$ cat src/rtl/tl_pkg.sv
// =============================================================================
// Module      : tl_pkg
// Description : Shared types for the TileLink crossbar channel arbiters.
// Revision    : 1.0
// =============================================================================
`default_nettype none

package tl_pkg;

    typedef enum logic [1:0] {
        ARB_IDLE  = 2'd0,
        ARB_HOLD  = 2'd1,
        ARB_BURST = 2'd2
    } arb_state_e;

endpackage : tl_pkg

`default_nettype wire

$ cat src/rtl/tl_rr_prio_sel.sv
// =============================================================================
// Module      : tl_rr_prio_sel
// Description : Combinational round-robin priority selector (first request at
//               or above the pointer, wrapping to the lowest index).
// Revision    : 1.0
// =============================================================================
`default_nettype none

module tl_rr_prio_sel #(
    parameter int N     = 4,
    parameter int IDX_W = $clog2(N)
) (
    input  logic [N-1:0]     req_i,
    input  logic [IDX_W-1:0] ptr_i,
    output logic [N-1:0]     gnt_o,
    output logic [IDX_W-1:0] idx_o,
    output logic             valid_o
);

    logic             hi_found;
    logic             lo_found;
    logic [IDX_W-1:0] hi_idx;
    logic [IDX_W-1:0] lo_idx;

    // Descending scan: the last hit written is the lowest index, so hi_idx is
    // the first request at/above the pointer and lo_idx the wrap-around choice.
    always_comb begin
        hi_found = 1'b0;
        lo_found = 1'b0;
        hi_idx   = '0;
        lo_idx   = '0;
        for (int i = N - 1; i >= 0; i--) begin
            if (req_i[i]) begin
                lo_found = 1'b1;
                lo_idx   = IDX_W'(i);
                if (IDX_W'(i) >= ptr_i) begin
                    hi_found = 1'b1;
                    hi_idx   = IDX_W'(i);
                end
            end
        end
    end

    always_comb begin
        valid_o = lo_found;
        if (hi_found) begin
            idx_o = hi_idx;
        end else if (lo_found) begin
            idx_o = lo_idx;
        end else begin
            idx_o = ptr_i;
        end
        gnt_o = '0;
        for (int i = 0; i < N; i++) begin
            gnt_o[i] = lo_found && (idx_o == IDX_W'(i));
        end
    end

endmodule : tl_rr_prio_sel

`default_nettype wire

$ cat src/rtl/tl_xbar_rr_arbiter.sv
// =============================================================================
// Module      : tl_xbar_rr_arbiter
// Description : Per-slave-port round-robin arbiter with message-level grant lock.
// Revision    : 1.0
// =============================================================================
`default_nettype none

module tl_xbar_rr_arbiter
    import tl_pkg::*;
#(
    parameter int  MASTER_NUM = 4,
    parameter type DATA_T     = logic [0:0],
    parameter int  IDX_W      = $clog2(MASTER_NUM)
) (
    input  logic                     clk_i,
    input  logic                     rst_i,
    input  logic [MASTER_NUM-1:0]    inp_valid_i,
    output logic [MASTER_NUM-1:0]    inp_ready_o,
    input  logic [MASTER_NUM-1:0]    inp_last_i,
    input  DATA_T [MASTER_NUM-1:0]   inp_data_i,
    output logic                     oup_valid_o,
    input  logic                     oup_ready_i,
    output DATA_T                    oup_data_o,
    output logic [IDX_W-1:0]         oup_idx_o
);

    arb_state_e            state_q, state_d;
    logic [IDX_W-1:0]      lock_idx_q, lock_idx_d;
    logic [IDX_W-1:0]      rr_ptr_q, rr_ptr_d;

    logic [MASTER_NUM-1:0] cand_gnt;
    logic [IDX_W-1:0]      cand_idx;
    logic                  cand_any;
    logic [IDX_W-1:0]      grant_idx;
    logic [MASTER_NUM-1:0] lock_onehot;
    logic                  handshake;
    logic                  grant_last;

    tl_rr_prio_sel #(
        .N     (MASTER_NUM),
        .IDX_W (IDX_W)
    ) u_prio_sel (
        .req_i   (inp_valid_i),
        .ptr_i   (rr_ptr_q),
        .gnt_o   (cand_gnt),
        .idx_o   (cand_idx),
        .valid_o (cand_any)
    );

    assign lock_onehot = MASTER_NUM'(1) << lock_idx_q;

    // While reset is asserted the outputs are forced to their reset values even
    // if upstream still presents a request.
    always_comb begin
        if (rst_i) begin
            grant_idx = '0;
        end else if (state_q == ARB_IDLE) begin
            grant_idx = cand_idx;
        end else begin
            grant_idx = lock_idx_q;
        end

        oup_idx_o   = grant_idx;
        oup_data_o  = inp_data_i[grant_idx];
        oup_valid_o = inp_valid_i[grant_idx] && !rst_i;

        if (rst_i) begin
            inp_ready_o = '0;
        end else if (state_q == ARB_IDLE) begin
            inp_ready_o = cand_gnt & {MASTER_NUM{oup_ready_i}};
        end else begin
            inp_ready_o = lock_onehot & {MASTER_NUM{oup_ready_i}};
        end
    end

    assign handshake  = oup_valid_o && oup_ready_i;
    assign grant_last = inp_last_i[grant_idx];

    always_comb begin
        state_d    = state_q;
        lock_idx_d = lock_idx_q;
        rr_ptr_d   = rr_ptr_q;

        unique case (state_q)
            ARB_IDLE: begin
                if (cand_any) begin
                    lock_idx_d = cand_idx;
                    if (!handshake) begin
                        state_d = ARB_HOLD;
                    end else if (!grant_last) begin
                        state_d = ARB_BURST;
                    end
                end
            end
            ARB_HOLD, ARB_BURST: begin
                if (handshake) begin
                    state_d = grant_last ? ARB_IDLE : ARB_BURST;
                end
            end
            default: state_d = ARB_IDLE;
        endcase

        if (handshake && grant_last) begin
            rr_ptr_d = (grant_idx == IDX_W'(MASTER_NUM - 1)) ? '0 : grant_idx + 1'b1;
        end
    end

    always_ff @(posedge clk_i or posedge rst_i) begin
        if (rst_i) begin
            state_q    <= ARB_IDLE;
            lock_idx_q <= '0;
            rr_ptr_q   <= '0;
        end else begin
            state_q    <= state_d;
            lock_idx_q <= lock_idx_d;
            rr_ptr_q   <= rr_ptr_d;
        end
    end

endmodule : tl_xbar_rr_arbiter

`default_nettype wire

$ cat config.mk
export PLATFORM = sky130hd
export DESIGN_NAME = tl_xbar_rr_arbiter
export DESIGN_NICKNAME = d
export VERILOG_FILES = /design/src/rtl/tl_pkg.sv /design/src/rtl/tl_rr_prio_sel.sv /design/src/rtl/tl_xbar_rr_arbiter.sv
export SDC_FILE = /design/constraint.sdc
export NUM_CORES = 1
export LEC_CHECK = 0
export BUFFER_PORTS_ARGS = -buffer_cell sky130_fd_sc_hd__buf_4
export CORE_UTILIZATION = 49
export CTS_BUF_LIST = sky130_fd_sc_hd__clkbuf_8
export DETAILED_ROUTE_END_ITERATION = 12
export PLACE_DENSITY = 0.74
export SLEW_MARGIN = 20
export SYNTH_ARGS = -nofsm -noshare
export SYNTH_HDL_FRONTEND = slang
export SYNTH_SLANG_ARGS = --single-unit
$ cat constraint.sdc
create_clock -name clk_i -period 4.9 [get_ports clk_i]
set_input_delay 0.245 -clock clk_i [delete_from_list [all_inputs] [get_ports clk_i]]
set_output_delay 0.245 -clock clk_i [all_outputs]
set_load 0.05 [all_outputs]
### Yosys cells after proc, flatten, opt, wreduce, memory -nomap -nowiden

Index checks and enable logic that the tools add are counted.

* output and inout port bits: 8
* bits of input ports: 15
* bits in registers: 6
* logic and storage cells: 77

* magnitude comparators: 5
* shift-type cells: 1
* eq/ne operators: 9
* bitwise logic cells: 2
* reductions and logical operators: 13
* add/sub/neg operators: 1
* multiplexer cells: 43

Operator list (number)
* two-way mux 2 bit: 22
* two-way mux 1 bit: 15
* bitwise AND 4 bit: 2
* == test 2 bit (second input constant): 4
* two-way mux 4 bit: 2
* logical AND 1 bit: 7
* binary-select mux 1 bit (select 2 bit): 3
* == test 2 x 1 -> 1 bit (second input constant): 2
* >= comparator 1 x 2 -> 1 bit (first input constant): 2
* >= comparator 2 bit (first input constant): 2
* logical NOT 2 bit: 2
* one-hot mux 2 bit (2 select lines): 1
* << shifter 1 x 2 -> 4 bit (first input constant): 1
* < comparator 2 x 3 -> 1 bit (second input constant): 1
* inequality test 3 bit (second input constant): 1
* AND reduction 3 bit: 1
* adder 2 x 1 -> 2 bit (second input constant): 1
* inequality test 2 x 1 -> 1 bit (second input constant): 1
* inequality test 2 bit (second input constant): 1
* AND reduction 2 bit: 1
* OR reduction 2 bit: 1
* logical NOT 1 bit: 1

### Logic depth before layout (Yosys ltp)

Gate-level depths: netlist of run 1.

* depth in word-level cells: 19
* depth in mapped cells: 9
* gate-level depth less buffers: 9

### By module

Synthesis of run 1 repeated with hierarchy kept, for this count alone.

* cell total of the unflattened synthesis: 107
* area, all modules: 830.8 sq um

By module, submodules not included
* tl_xbar_rr_arbiter: area each 620.6 sq um, sequential area each 150.1 sq um, instances 1, cells an instance 73
* tl_rr_prio_sel: area each 210.2 sq um, sequential area each 0.0 sq um, instances 1, cells an instance 34

### Worst setup path after synthesis of run 1

Ideal clock, no wire load.

* path kind: reg2out
* start point: register state_q[0]
* end point: output port oup_data_o
* cell stages (with the launch flop): 9
* data required time: 4655 ps
* slack: 1628 ps
* arrival: 3027 ps
* buffers on the path: 1
* cells stage by stage: dfrtp_1 inv_1 ha_1 clkbuf_1 nor2_1 a41oi_1 nor2_1 mux2i_1 mux2i_1

* word-level cells in the longest chain between the ends: 5

RTL lines
* start, declared: RTL line tl_xbar_rr_arbiter.sv:27 `arb_state_e state_q, state_d;`
* start signal, assigned: RTL line tl_xbar_rr_arbiter.sv:114 `state_q <= state_d;`
* logical NOT 2 bit: RTL line tl_xbar_rr_arbiter.sv:57 `end else if (state_q == ARB_IDLE) begin`
* two-way mux 2 bit: RTL line tl_xbar_rr_arbiter.sv:57
* two-way mux 2 bit: RTL line tl_xbar_rr_arbiter.sv:55 `if (rst_i) begin`
* via oup_idx_o[0]: RTL line tl_xbar_rr_arbiter.sv:24 `output logic [IDX_W-1:0] oup_idx_o`
* binary-select mux 1 bit (select 2 bit): RTL line tl_xbar_rr_arbiter.sv:64 `oup_data_o = inp_data_i[grant_idx];`
* two-way mux 1 bit (implied by the code): RTL line tl_xbar_rr_arbiter.sv:64
* end, declared: RTL line tl_xbar_rr_arbiter.sv:23 `output DATA_T oup_data_o,`

The timed path passes the listed nets, and every way through them passes these cells. The select of a mux whose other input is x is not followed.

### Final worst setup path of run 1

* start point: register state_q[0]
* end point: output port oup_valid_o

* word-level cells in the longest chain between the ends: 6

RTL lines
* logical NOT 2 bit: RTL line tl_xbar_rr_arbiter.sv:57
* two-way mux 2 bit: RTL line tl_xbar_rr_arbiter.sv:57
* two-way mux 2 bit: RTL line tl_xbar_rr_arbiter.sv:55
* binary-select mux 1 bit (select 2 bit): RTL line tl_xbar_rr_arbiter.sv:65 `oup_valid_o = inp_valid_i[grant_idx] && !rst_i;`
* two-way mux 1 bit (implied by the code): RTL line tl_xbar_rr_arbiter.sv:65
* logical AND 1 bit: RTL line tl_xbar_rr_arbiter.sv:65
* end, declared: RTL line tl_xbar_rr_arbiter.sv:21 `output logic oup_valid_o,`

No other way between the ends. The select of a mux whose other input is x is not followed.

==> impl_results.html, run 1 <==
<table>
<tr><th>Metric</th><th>Value</th></tr>
<tr><th colspan="2">Run status</th></tr>
<tr><td>Status</td><td>complete, no violations</td></tr>
<tr><th colspan="2">Drt</th></tr>
<tr><td>Met3 WL</td><td>107 microns</td></tr>
<tr><td>Routed wirelength normalized by instance count</td><td>between 15 and 20 microns</td></tr>
<tr><td>Number of nets still failing antenna checks after routing</td><td>0</td></tr>
<tr><td>Via count</td><td>829</td></tr>
<tr><td>Via-per-instance ratio</td><td>6.10</td></tr>
<tr><td>Total met2 wirelength after detailed routing</td><td>1060 microns</td></tr>
<tr><td>Violation count after the first detailed-routing iteration</td><td>24</td></tr>
<tr><td>Uppermost metal layer occupied by signal nets</td><td>met4</td></tr>
<tr><td>Pre-antenna DRT Iters</td><td>4</td></tr>
<tr><td>Total Wirelength</td><td>roughly 2100 microns</td></tr>
<tr><td>DRC violation count after routing</td><td>0</td></tr>
<tr><td>DRT met1 WL</td><td>927 microns</td></tr>
<tr><th colspan="2">Clocking</th></tr>
<tr><td>TritonCTS clock tree</td><td>built</td></tr>
<tr><td>Total number of clock tree sinks</td><td>6</td></tr>
<tr><td>Hold buffers post-CTS</td><td>0</td></tr>
<tr><td>Clock latency on the worst-skew pair</td><td>220 ps</td></tr>
<tr><td>Clock slew seen by the registers of the worst setup and hold paths</td><td>30 ps</td></tr>
<tr><td>Post-CTS Setup Repair Bufs</td><td>0</td></tr>
<tr><td>Clock buffers created by TritonCTS</td><td>3</td></tr>
<tr><td>Largest buffer count on any clock path</td><td>2</td></tr>
<tr><td>Total number of H-tree levels</td><td>1</td></tr>
<tr><td>PostCTS Resize Cnt</td><td>0</td></tr>
<tr><td>Clock Root Buffer</td><td>clkbuf_8</td></tr>
<tr><th colspan="2">Logic synthesis</th></tr>
<tr><td>Total of warnings raised by yosys</td><td>0</td></tr>
<tr><td>Count of flip-flops with a built-in enable after synthesis</td><td>0</td></tr>
<tr><td>Mean area per synthesized cell</td><td>around 8.0 sq um</td></tr>
<tr><td>Number of distinct library cell variants in the gate-level netlist after synthesis</td><td>39</td></tr>
<tr><td>Share of synthesized flip-flops with an asynchronous set or reset</td><td>1.00</td></tr>
<tr><td>Syn Nets</td><td>between 100 and 150</td></tr>
<tr><td>Post-synthesis register bit count</td><td>6</td></tr>
<tr><td>Post-synth design cell area</td><td>787 sq um</td></tr>
<tr><td>Number of standard cells after synthesis</td><td>98</td></tr>
<tr><td>Ys flop type</td><td>dfrtp_1</td></tr>
<tr><td>Register area share after synthesis</td><td>0.191</td></tr>
<tr><th colspan="2">Timing</th></tr>
<tr><td>Number of hold violations in the final report</td><td>0</td></tr>
<tr><td>Setup skew after layout</td><td>0.159 ps</td></tr>
<tr><td>Final worst path period need</td><td>2870 ps</td></tr>
<tr><td>Max Fclk</td><td>348 MHz</td></tr>
<tr><td>Final Setup Violations</td><td>0</td></tr>
<tr><td>Relative slew margins</td><td>0.548</td></tr>
<tr><td>Part of the cycle the worst path needs</td><td>0.586</td></tr>
<tr><td>Setup repair after global routing missed its margin</td><td>no</td></tr>
<tr><td>Number of slew-limit violations in the final report</td><td>0</td></tr>
<tr><td>Slew at the pin with the worst max-slew slack</td><td>679 ps</td></tr>
<tr><td>Setup tns final</td><td>0 ps</td></tr>
<tr><th colspan="2">Finish</th></tr>
<tr><td>Share of final-layout standard cells stronger than drive strength 1</td><td>0.283</td></tr>
<tr><td>Area occupied by multi-input gates</td><td>~600 sq um</td></tr>
<tr><td>FF+latch area</td><td>150 sq um</td></tr>
<tr><td>Count of inserted antenna diode cells</td><td>0</td></tr>
<tr><td>Utilization after layout</td><td>0.664</td></tr>
<tr><td>Number of filler instances in the final layout</td><td>between 100 and 150</td></tr>
<tr><td>Area grow syn2layout</td><td>27.2%</td></tr>
<tr><td>Number of non-filler instances in the completed layout</td><td>136</td></tr>
<tr><td>NumNets Final</td><td>139</td></tr>
<tr><th colspan="2">Critical path</th></tr>
<tr><td>Crit path required time</td><td>4660 ps</td></tr>
<tr><td>Worst path arrival time</td><td>2630 ps</td></tr>
<tr><td>R2r setup slk</td><td>2200 ps</td></tr>
<tr><td>Biggest fanout along the worst timing path</td><td>21</td></tr>
<tr><td>R2R depth</td><td>8</td></tr>
<tr><td>Launching instance or port of the critical path</td><td>state_q[0]$_DFFE_PP0P_</td></tr>
<tr><td>Worst flop-to-flop path startpoint</td><td>state_q[0]$_DFFE_PP0P_</td></tr>
<tr><td>Sort of element at the end of the critical path</td><td>output pin</td></tr>
<tr><td>Destination of the worst register-to-register timing path</td><td>rr_ptr_q[1]$_DFFE_PP0P_</td></tr>
<tr><td>Launching element type of the critical path</td><td>flop</td></tr>
<tr><td>Critical Setup Path Class</td><td>reg2out</td></tr>
<tr><th colspan="2">Place</th></tr>
<tr><td>Final RePlAce weighted congestion</td><td>0.844</td></tr>
<tr><td>Half-perimeter wire length after placement</td><td>1620 microns</td></tr>
<tr><td>Inst Count DP</td><td>about 130</td></tr>
<tr><td>Port Buffer Count</td><td>22</td></tr>
<tr><th colspan="2">GRT</th></tr>
<tr><td>Vias in the first global route</td><td>797</td></tr>
<tr><td>Number of antenna violations at the first check in global routing</td><td>0</td></tr>
<tr><td>Total congestion overflow after global routing</td><td>0</td></tr>
<tr><td>Pin count of the biggest net entering global routing</td><td>22</td></tr>
<tr><td>Wire length of the first global-routing pass</td><td>3500 microns</td></tr>
<tr><td>GRT Resource Usage Total</td><td>0.252</td></tr>
<tr><th colspan="2">Flow run</th></tr>
<tr><td>Count of maximum capacitance violations</td><td>0</td></tr>
<tr><th colspan="2">Power</th></tr>
<tr><td>Peak ir drop on the vdd network</td><td>just over 0.5 mV</td></tr>
<tr><td>Leakage power</td><td>~0.45 nW</td></tr>
<tr><td>Pwr per Cell Area</td><td>~750 nW/um^2</td></tr>
<tr><th colspan="2">Floorplanning</th></tr>
<tr><td>Standard cell core area</td><td>1510 sq um</td></tr>
<tr><td>Rows</td><td>14</td></tr>
<tr><td>Die Span X</td><td>42.1 microns</td></tr>
<tr><td>Floorplan die area</td><td>1770 sq um</td></tr>
<tr><td>Height of the chip</td><td>42.1 microns</td></tr>
<tr><td>Initial core utilization</td><td>0.522</td></tr>
<tr><td>IO Pins</td><td>23</td></tr>
<tr><th colspan="2">Min path</th></tr>
<tr><td>Class of the tightest hold or removal check</td><td>in2async</td></tr>
</table>
[metal layers]
layer	GRT usage	up-vias
li1	-	408
met1	0.323	388
met2	0.434	31
met3	0.0603	2
met4	0.0500	0
met5	0	-
[critical path: stages, from the launching register on]
cell	delay [ps]
dfrtp_1	400
inv_1	80
ha_1	590
nor2_1	200
a41oi_1	380
a32oi_1	110
a22oi_2	370
nor2_1	70
buf_4	200
[logic make-up (layout without fill, tap and decap cells)]
group           Yosys count  count (layout)  synth area share
compound gates           28              28             0.332
simple gates             45              45             0.293
xor+xnor                  1               1            0.0111
buf+inv                   9              31            0.0445
flops                     6               6             0.191
fa+ha+maj                 2               2            0.0318
mux                       7               7            0.0970
[power breakdown]
group,internal [W],switching (W)
clock network,0.0000526,0.0000194
registers,0.0000755,0.0000295
logic,0.000221,0.000351
[final cells by class]
| type | count | share of cell area |
|---|---|---|
| Multi-Input combinational cell | 83 | 0.601 |
| Timing Repair Buffer | 22 | 0.165 |
| Sequential cell | 6 | 0.150 |
| Clock buffer | 3 | 0.0413 |
| Inverter | 6 | 0.0225 |
| Tap cell | 16 | 0.0200 |
[synth_stat cells (all sizes together), types with 2 or more instances]
cell type	n	area share
clkbuf	2	0.011
a22oi	6	0.064
mux2i	5	0.064
ha	2	0.032
o21ai	5	0.032
o211ai	2	0.019
a21oi	2	0.013
inv	6	0.029
mux2	2	0.033
dfrtp	6	0.19
nor2b	6	0.048
a311o	2	0.025
nand2	13	0.062
nor3	3	0.033
nor2	15	0.072
a32o	2	0.025
[flip-flops by register name, indices dropped and copies added (netlist names)]
register,cells
lock_idx_q,2
rr_ptr_q,2
state_q,2
[metrics by stage]
step | power, W | setup WS, ps | hold WS, ps | cell area [sq um]
finish | 0.000749 | 2030 | 44.0 | 1000
floorplan | 0.000554 | 1630 | 65.9 | 787
global route | 0.000802 | 1830 | 84.9 | 1000
global placement | 0.000658 | 2290 | 292 | 960
CTS | 0.000747 | 2030 | 55.3 | 1000
detailed placement | 0.000667 | 2200 | 284 | 960
[placed cells by master (no fill, tap or decap), types with 2 or more instances in the layout]
cell type and count:
inv_1 6, nor3_1 2, a21oi_1 2, a311o_1 2
a22oi_1 5, a32o_1 2, o21ai_0 5, o211ai_1 2
nor2_1 15, clkbuf_8 3, nand2_1 13, buf_4 22
ha_1 2, mux2i_1 5, nor2b_1 6, dfrtp_1 6
[worst max path at each step]
stage,to,slack (ps),cells after the start
after CTS,oup_valid_o,2030,8
final,oup_valid_o,2030,8
after detailed placement,rr_ptr_q[1]$_DFFE_PP0P_,2200,8
after global routing,oup_valid_o,1830,8
after global placement,rr_ptr_q[1]$_DFFE_PP0P_,2290,8
after floorplan,oup_data_o,1630,8
Note: power is estimated with default switching activity, not from simulation.
==> run 2: changes to the inputs <==
- clock period: 4.9 -> 2.76 ns (I/O delays scaled with it)
==> run 2 against run 1 <==
Sequential power grew 73%; register-to-register slack worse by 1900 ps; critical path depth decreased by 1; setup slack got worse by 1800 ps; sequential share of layout area fell by 0.49 points; die area did not move; global-route usage fell by 0.76 points; wire length shrank 5.2%; total power rose by 83%; cell area up 3.4%; critical path type unchanged; largest power group unchanged.
==> impl_results.html, run 2 (synthesis gave the netlist of run 1 again) <==
<table>
<tr><th>Metric</th><th>Value</th></tr>
<tr><th colspan="2">Finish</th></tr>
<tr><td>Area occupied by multi-input gates</td><td>approximately 610 sq um</td></tr>
<tr><td>Number of non-filler instances in the completed layout</td><td>139</td></tr>
<tr><td>Utilization after layout</td><td>0.687</td></tr>
<tr><td>Top Registers</td><td>lock_idx_q x2, rr_ptr_q x2, state_q x2</td></tr>
<tr><td>Count of inserted antenna diode cells</td><td>0</td></tr>
<tr><td>NumNets Final</td><td>142</td></tr>
<tr><td>Leading cell type in the layout, fill and taps excluded</td><td>buf_4</td></tr>
<tr><td>Number of filler instances in the final layout</td><td>140</td></tr>
<tr><td>Most frequent cells in the layout</td><td>24 x buf_4, 14 x nor2_1, 13 x nand2_1</td></tr>
<tr><td>Share of final-layout standard cells stronger than drive strength 1</td><td>0.317</td></tr>
<tr><td>FF+latch area</td><td>150 sq um</td></tr>
<tr><td>Area grow syn2layout</td><td>31.5%</td></tr>
<tr><th colspan="2">Critical path</th></tr>
<tr><td>Biggest fanout along the worst timing path</td><td>8</td></tr>
<tr><td>Sort of element at the end of the critical path</td><td>output pin</td></tr>
<tr><td>Critical Setup Path Class</td><td>reg2out</td></tr>
<tr><td>Worst path arrival time</td><td>~2400 ps</td></tr>
<tr><td>Crit path required time</td><td>around 2600 ps</td></tr>
<tr><td>Launching element type of the critical path</td><td>flop</td></tr>
<tr><th colspan="2">Timing</th></tr>
<tr><td>Setup repair after global routing missed its margin</td><td>no</td></tr>
<tr><td>Relative slew margins</td><td>0.732</td></tr>
<tr><td>Setup ws final</td><td>between 200 and 250 ps</td></tr>
<tr><td>Final worst path period need</td><td>2530 ps</td></tr>
<tr><td>Max Fclk</td><td>between 300 and 400 MHz</td></tr>
<tr><td>Number of slew-limit violations in the final report</td><td>0</td></tr>
<tr><td>Setup tns final</td><td>0 ps</td></tr>
<tr><td>Slew at the pin with the worst max-slew slack</td><td>402 ps</td></tr>
<tr><td>Number of hold violations in the final report</td><td>0</td></tr>
<tr><td>Setup skew after layout</td><td>2.62 ps</td></tr>
<tr><td>Part of the cycle the worst path needs</td><td>0.916</td></tr>
<tr><td>Final Setup Violations</td><td>0</td></tr>
<tr><th colspan="2">Clocking</th></tr>
<tr><td>Clock Root Buffer</td><td>clkbuf_8</td></tr>
<tr><td>Clock slew seen by the registers of the worst setup and hold paths</td><td>40 ps</td></tr>
<tr><td>TritonCTS clock tree</td><td>built</td></tr>
<tr><td>Clock latency on the worst-skew pair</td><td>230 ps</td></tr>
<tr><td>Total number of clock tree sinks</td><td>6</td></tr>
<tr><td>Total number of H-tree levels</td><td>1</td></tr>
<tr><td>Clock buffers created by TritonCTS</td><td>3</td></tr>
<tr><td>Largest buffer count on any clock path</td><td>2</td></tr>
<tr><th colspan="2">Floorplanning</th></tr>
<tr><td>Rows</td><td>14</td></tr>
<tr><td>Die Span X</td><td>approximately 42 microns</td></tr>
<tr><td>IO Pins</td><td>23</td></tr>
<tr><td>Floorplan die area</td><td>1770 sq um</td></tr>
<tr><td>Initial core utilization</td><td>0.522</td></tr>
<tr><td>Standard cell core area</td><td>1510 sq um</td></tr>
<tr><td>Height of the chip</td><td>42.1 microns</td></tr>
<tr><th colspan="2">Run status</th></tr>
<tr><td>Status</td><td>complete, no violations</td></tr>
<tr><th colspan="2">Drt</th></tr>
<tr><td>Total Wirelength</td><td>1990 microns</td></tr>
<tr><td>Routed wirelength normalized by instance count</td><td>between 10 and 15 microns</td></tr>
<tr><td>Number of nets still failing antenna checks after routing</td><td>0</td></tr>
<tr><td>Via count</td><td>836</td></tr>
<tr><td>Pre-antenna DRT Iters</td><td>4</td></tr>
<tr><td>DRC violation count after routing</td><td>0</td></tr>
<tr><td>Violation count after the first detailed-routing iteration</td><td>27</td></tr>
<tr><td>Via-per-instance ratio</td><td>approximately 6.0</td></tr>
<tr><th colspan="2">GRT</th></tr>
<tr><td>Total congestion overflow after global routing</td><td>0</td></tr>
<tr><td>Pin count of the biggest net entering global routing</td><td>17</td></tr>
<tr><td>Wire length of the first global-routing pass</td><td>3330 microns</td></tr>
<tr><td>Vias in the first global route</td><td>786</td></tr>
<tr><td>Number of antenna violations at the first check in global routing</td><td>0</td></tr>
<tr><td>GRT Resource Usage Total</td><td>0.245</td></tr>
<tr><th colspan="2">Power</th></tr>
<tr><td>Pwr per Cell Area</td><td>1320 nW/um^2</td></tr>
<tr><td>Leakage power</td><td>0.463 nW</td></tr>
<tr><td>Peak ir drop on the vdd network</td><td>0.903 mV</td></tr>
<tr><th colspan="2">Min path</th></tr>
<tr><td>Class of the tightest hold or removal check</td><td>in2reg</td></tr>
<tr><th colspan="2">Place</th></tr>
<tr><td>Port Buffer Count</td><td>22</td></tr>
<tr><td>Half-perimeter wire length after placement</td><td>1550 microns</td></tr>
<tr><td>Placement-stage worst setup slack</td><td>between 200 and 300 ps</td></tr>
<tr><td>Inst Count DP</td><td>135</td></tr>
<tr><td>Final RePlAce weighted congestion</td><td>between 0.9 and 1</td></tr>
<tr><th colspan="2">Flow run</th></tr>
<tr><td>Count of maximum capacitance violations</td><td>0</td></tr>
</table>
[run 2: final timing paths]
check | startpoint | end | slack, ps | depth (start not counted)
hold / removal | inp_valid_i[2] | state_q[1]$_DFFE_PP0P_ | 370 | 4
setup / recovery | rr_ptr_q[1]$_DFFE_PP0P_ | oup_valid_o | 230 | 7
hold reg to reg | lock_idx_q[0]$_DFFE_PP0P_ | lock_idx_q[0]$_DFFE_PP0P_ | 570 | 2
min in group asynchronous | rst_i | lock_idx_q[0]$_DFFE_PP0P_ | 510 | 3
setup reg to reg | rr_ptr_q[1]$_DFFE_PP0P_ | state_q[1]$_DFFE_PP0P_ | 270 | 7
max in group asynchronous | rst_i | state_q[1]$_DFFE_PP0P_ | 1960 | 3
[run 2: per-stage QoR]
step           cell area, sq um  hold slack [ps]  power, W
4_1_cts                    1030              360   0.00136
5_1_grt                    1030              419   0.00147
6_report                   1030              374   0.00137
3_3_place_gp                981              190   0.00120
3_5_place_dp                981              191   0.00122
2_1_floorplan               793            -41.1  0.000994
[run 2: worst max-delay path, stage by stage, from the launching register on]
cell     delay, ps
dfrtp_1        440
and3b_1        210
or4_4          490
and2_1         230
a31o_1         260
a22oi_2        240
nor2_1          90
buf_4          200
[run 2: what timing repair did]
action                     4_1_cts  5_1_grt
hold buffers                     1        0
hold endpoints to repair         6        0
resized for setup                0        1
setup endpoints to repair        0        1
setup buffers                    0        0
[run 2: final cells by class]
class / count / area share
Sequential cell: 6 / 0.145
Timing Repair Buffer: 25 / 0.184
Tap cell: 16 / 0.0193
Clock buffer: 3 / 0.0399
Multi-Input combinational cell: 83 / 0.590
Inverter: 6 / 0.0218
[run 2: metal layers]
| layer | vias up | global-route usage | wire, microns |
|---|---|---|---|
| met3 | 2 | 0.0431 | 127 |
| met2 | 33 | 0.406 | 963 |
| met4 | 0 | 0.0938 | 12 |
| met5 | - | 0 | 0 |
| met1 | 384 | 0.316 | 889 |
| li1 | 417 | - | - |
[run 2: report_power, final]
part           internal [W]  total, W  switching [W]
logic              0.000426   0.00105       0.000625
registers          0.000134  0.000182      0.0000485
clock network     0.0000941  0.000137      0.0000427
total              0.000654   0.00137       0.000716
==> run 3: changes to the inputs <==
- CTS_BUF_LIST: sky130_fd_sc_hd__clkbuf_8 -> sky130_fd_sc_hd__clkbuf_16
- PLACE_DENSITY: 0.74 -> 0.79
- SYNTH_HIERARCHICAL: default -> 1
==> run 3 against run 2 <==
Total power is 8.5% lower; synthesized cell count is 9.2% higher; via count is 0.84% lower; non-clock buffer count is 2 lower; sequential power is 15% higher; fmax is 3.6% lower; critical path depth is 1 higher; global-route usage is 0.42 points lower; die area is 5.3% higher.
==> impl_results.html, run 3 <==
<table>
<tr><th>Metric</th><th>Value</th></tr>
<tr><th colspan="2">Drt</th></tr>
<tr><td>Via count</td><td>829</td></tr>
<tr><td>Violation count after the first detailed-routing iteration</td><td>14</td></tr>
<tr><td>Total Wirelength</td><td>2080 microns</td></tr>
<tr><td>Pre-antenna DRT Iters</td><td>4</td></tr>
<tr><td>DRC violation count after routing</td><td>0</td></tr>
<tr><td>Routed wirelength normalized by instance count</td><td>14.5 microns</td></tr>
<tr><td>Number of nets still failing antenna checks after routing</td><td>0</td></tr>
<tr><td>Via-per-instance ratio</td><td>5.76</td></tr>
<tr><th colspan="2">Critical path</th></tr>
<tr><td>Crit path required time</td><td>2620 ps</td></tr>
<tr><td>R2R depth</td><td>8</td></tr>
<tr><td>Sort of element at the end of the critical path</td><td>output pin</td></tr>
<tr><td>Launching element type of the critical path</td><td>flop</td></tr>
<tr><td>Worst flop-to-flop path startpoint</td><td>rr_ptr_q[0]$_DFFE_PP0P_</td></tr>
<tr><td>Largest incremental delay on the critical path</td><td>roughly 450 ps</td></tr>
<tr><td>Top Family by Delay on Critical Path</td><td>compound AO/OA/AOI/OAI gates</td></tr>
<tr><td>Worst path arrival time</td><td>2490 ps</td></tr>
<tr><td>Critical Setup Path Class</td><td>reg2out</td></tr>
<tr><td>WP depth</td><td>8</td></tr>
<tr><td>Worst-path cell chain</td><td>and2b_2 -&gt; o21ai_1 -&gt; o41ai_2 -&gt; mux2_2 -&gt; a211oi_1 -&gt; a32oi_4 -&gt; and2_1 -&gt; buf_4</td></tr>
<tr><td>Worst path slowest cell</td><td>dfrtp_2</td></tr>
<tr><td>Worst path bufs/invs</td><td>1</td></tr>
<tr><td>Biggest fanout along the worst timing path</td><td>12</td></tr>
<tr><td>Launching instance or port of the critical path</td><td>rr_ptr_q[0]$_DFFE_PP0P_</td></tr>
<tr><th colspan="2">GRT</th></tr>
<tr><td>Total congestion overflow after global routing</td><td>0</td></tr>
<tr><td>Pin count of the biggest net entering global routing</td><td>14</td></tr>
<tr><td>Number of antenna violations at the first check in global routing</td><td>0</td></tr>
<tr><td>Wire length of the first global-routing pass</td><td>3430 microns</td></tr>
<tr><td>GRT Resource Usage Total</td><td>0.241</td></tr>
<tr><td>Vias in the first global route</td><td>approximately 760</td></tr>
<tr><th colspan="2">Clocking</th></tr>
<tr><td>Clock Root Buffer</td><td>clkbuf_16</td></tr>
<tr><td>Total number of H-tree levels</td><td>1</td></tr>
<tr><td>TritonCTS clock tree</td><td>built</td></tr>
<tr><td>Clock slew seen by the registers of the worst setup and hold paths</td><td>40 ps</td></tr>
<tr><td>Clock latency on the worst-skew pair</td><td>between 200 and 250 ps</td></tr>
<tr><td>Clock buffers created by TritonCTS</td><td>3</td></tr>
<tr><td>Total number of clock tree sinks</td><td>6</td></tr>
<tr><td>Largest buffer count on any clock path</td><td>2</td></tr>
<tr><td>Post-CTS Setup Repair Bufs</td><td>0</td></tr>
<tr><th colspan="2">Timing</th></tr>
<tr><td>Setup ws final</td><td>135 ps</td></tr>
<tr><td>Number of slew-limit violations in the final report</td><td>0</td></tr>
<tr><td>Setup skew after layout</td><td>2.90 ps</td></tr>
<tr><td>Setup tns final</td><td>0 ps</td></tr>
<tr><td>Final worst path period need</td><td>~2600 ps</td></tr>
<tr><td>Slew at the pin with the worst max-slew slack</td><td>roughly 460 ps</td></tr>
<tr><td>Number of hold violations in the final report</td><td>0</td></tr>
<tr><td>Part of the cycle the worst path needs</td><td>0.951</td></tr>
<tr><td>Relative slew margins</td><td>0.690</td></tr>
<tr><td>Final Setup Violations</td><td>0</td></tr>
<tr><td>Max Fclk</td><td>381 MHz</td></tr>
<tr><th colspan="2">Run status</th></tr>
<tr><td>Status</td><td>complete, no violations</td></tr>
<tr><th colspan="2">Logic synthesis</th></tr>
<tr><td>Share of the synthesized area in the top cell type</td><td>0.181</td></tr>
<tr><td>Share of synthesized flip-flops with an asynchronous set or reset</td><td>1.00</td></tr>
<tr><td>Leading post-synthesis cells by cell area</td><td>dfrtp_1 18%, ha_1 6.0%, mux2i_1 6.0%</td></tr>
<tr><td>Top cell types by occurrence after synthesis</td><td>10 x inv_1, 10 x nand2_1, 8 x a21oi_1, 8 x nor2_1, 6 x dfrtp_1</td></tr>
<tr><td>Number of distinct library cell variants in the gate-level netlist after synthesis</td><td>39</td></tr>
<tr><td>Biggest area consumer among synthesized cells</td><td>dfrtp_1</td></tr>
<tr><td>Count of flip-flops with a built-in enable after synthesis</td><td>0</td></tr>
<tr><td>Post-synth design cell area</td><td>slightly above 800 sq um</td></tr>
<tr><td>Post-synthesis register bit count</td><td>6</td></tr>
<tr><td>Ys flop type</td><td>dfrtp_1</td></tr>
<tr><td>Number of standard cells after synthesis</td><td>107</td></tr>
<tr><td>Register area share after synthesis</td><td>0.181</td></tr>
<tr><td>Total of warnings raised by yosys</td><td>6</td></tr>
<tr><td>Syn Nets</td><td>126</td></tr>
<tr><td>Mean area per synthesized cell</td><td>slightly below 8 sq um</td></tr>
<tr><th colspan="2">Floorplanning</th></tr>
<tr><td>IO Pins</td><td>23</td></tr>
<tr><td>Rows</td><td>14</td></tr>
<tr><td>Standard cell core area</td><td>1540 sq um</td></tr>
<tr><td>Floorplan die area</td><td>about 1900 sq um</td></tr>
<tr><td>Height of the chip</td><td>43.2 microns</td></tr>
<tr><td>Die Span X</td><td>between 40 and 50 microns</td></tr>
<tr><td>Initial core utilization</td><td>0.539</td></tr>
<tr><th colspan="2">Place</th></tr>
<tr><td>Instance area after placement</td><td>987 sq um</td></tr>
<tr><td>Half-perimeter wire length after placement</td><td>1530 microns</td></tr>
<tr><td>Port Buffer Count</td><td>22</td></tr>
<tr><td>Placement-stage worst setup slack</td><td>208 ps</td></tr>
<tr><td>Final RePlAce weighted congestion</td><td>0.840</td></tr>
<tr><th colspan="2">Power</th></tr>
<tr><td>Power, Total</td><td>0.00125 W</td></tr>
<tr><td>Leakage power</td><td>just over 0.5 nW</td></tr>
<tr><td>Peak ir drop on the vdd network</td><td>0.645 mV</td></tr>
<tr><td>Pwr per Cell Area</td><td>1160 nW/um^2</td></tr>
<tr><th colspan="2">Finish</th></tr>
<tr><td>Area grow syn2layout</td><td>30.6%</td></tr>
<tr><td>Count of inserted antenna diode cells</td><td>0</td></tr>
<tr><td>Most frequent cells in the layout</td><td>22 x buf_4, 10 x nand2_1, 10 x inv_1, 7 x a21oi_1, 7 x nor2_1</td></tr>
<tr><td>Share of final-layout standard cells stronger than drive strength 1</td><td>0.313</td></tr>
<tr><td>Leading cell type in the layout, fill and taps excluded</td><td>buf_4</td></tr>
<tr><td>Post-route cell area</td><td>1080 sq um</td></tr>
<tr><td>Top Registers</td><td>lock_idx_q x2, rr_ptr_q x2, state_q x2</td></tr>
<tr><td>Utilization after layout</td><td>0.704</td></tr>
<tr><td>NumNets Final</td><td>149</td></tr>
<tr><td>Number of filler instances in the final layout</td><td>111</td></tr>
<tr><th colspan="2">Min path</th></tr>
<tr><td>Cells on Worst Hold Path</td><td>4</td></tr>
<tr><td>Class of the tightest hold or removal check</td><td>in2reg</td></tr>
<tr><td>Critical hold path startpoint</td><td>oup_ready_i</td></tr>
<tr><th colspan="2">Flow run</th></tr>
<tr><td>Count of maximum capacitance violations</td><td>0</td></tr>
</table>
run 3: changes by cell type after synthesis, moves of 4 or more:
cell	change
a21oi_1	+6
a22oi_1	-5
inv_1	+4
nor2_1	-7
run 3: cells by family (layout without fill, tap and decap cells):
logic type	after synthesis	count (layout)	synth area share
and+or+nand+nor	39	39	0.253
AOI/OAI and AO/OA	33	33	0.291
buffers and inverters	15	36	0.0873
muxes	10	10	0.128
DFF	6	6	0.181
adders and majority gates	4	4	0.0602
run 3: metrics by stage:
step	hold slack [ps]	instances
after floorplan	171	107
after global placement	167	140
after detailed placement	175	140
after CTS	447	144
after global routing	479	144
final	445	144
run 3: worst min-delay path: stages:
cell	delay, ps
buf_4	110
nor2b_1	180
nand2_1	90
o221ai_1	100
run 3: repair_timing:
item | in CTS | in global routing
hold buffers | 1 | 0
gates resized for setup | 0 | 3
hold endpoints to repair | 6 | 0
setup endpoints to repair | 0 | 4
run 3: worst paths after layout:
check | slack, ps | endpoint
max | 140 | oup_valid_o
max in group asynchronous | 1980 | rr_ptr_q[0]$_DFFE_PP0P_
min reg2reg | 590 | state_q[0]$_DFFE_PP0P_
max reg2reg | 310 | rr_ptr_q[1]$_DFFE_PP0P_
min | 440 | state_q[1]$_DFFE_PP0P_
min in group asynchronous | 500 | state_q[1]$_DFFE_PP0P_
run 3: area by class of cell:
class	instances	area, sq um	share of cell area
Sequential cell	6	151	0.140
Inverter	10	37.5	0.0346
Multi-Input combinational cell	86	626	0.577
Clock buffer	3	75.1	0.0692
Timing Repair Buffer	23	175	0.161
Tap cell	16	20.0	0.0185
run 3: metal layers:
metal	part of all wire	GRT usage	vias up
li1	-	-	429
met1	0.44	0.312	383
met2	0.52	0.424	15
met3	0.033	0.0383	2
met4	0.0034	0.0364	0
met5	0	0	-
run 3: power by group:
group          leakage, nW  switching, W  total (W)  internal (W)
logic                0.398      0.000472   0.000810      0.000338
registers           0.0726     0.0000761   0.000209      0.000132
clock network       0.0370     0.0000489   0.000235      0.000186
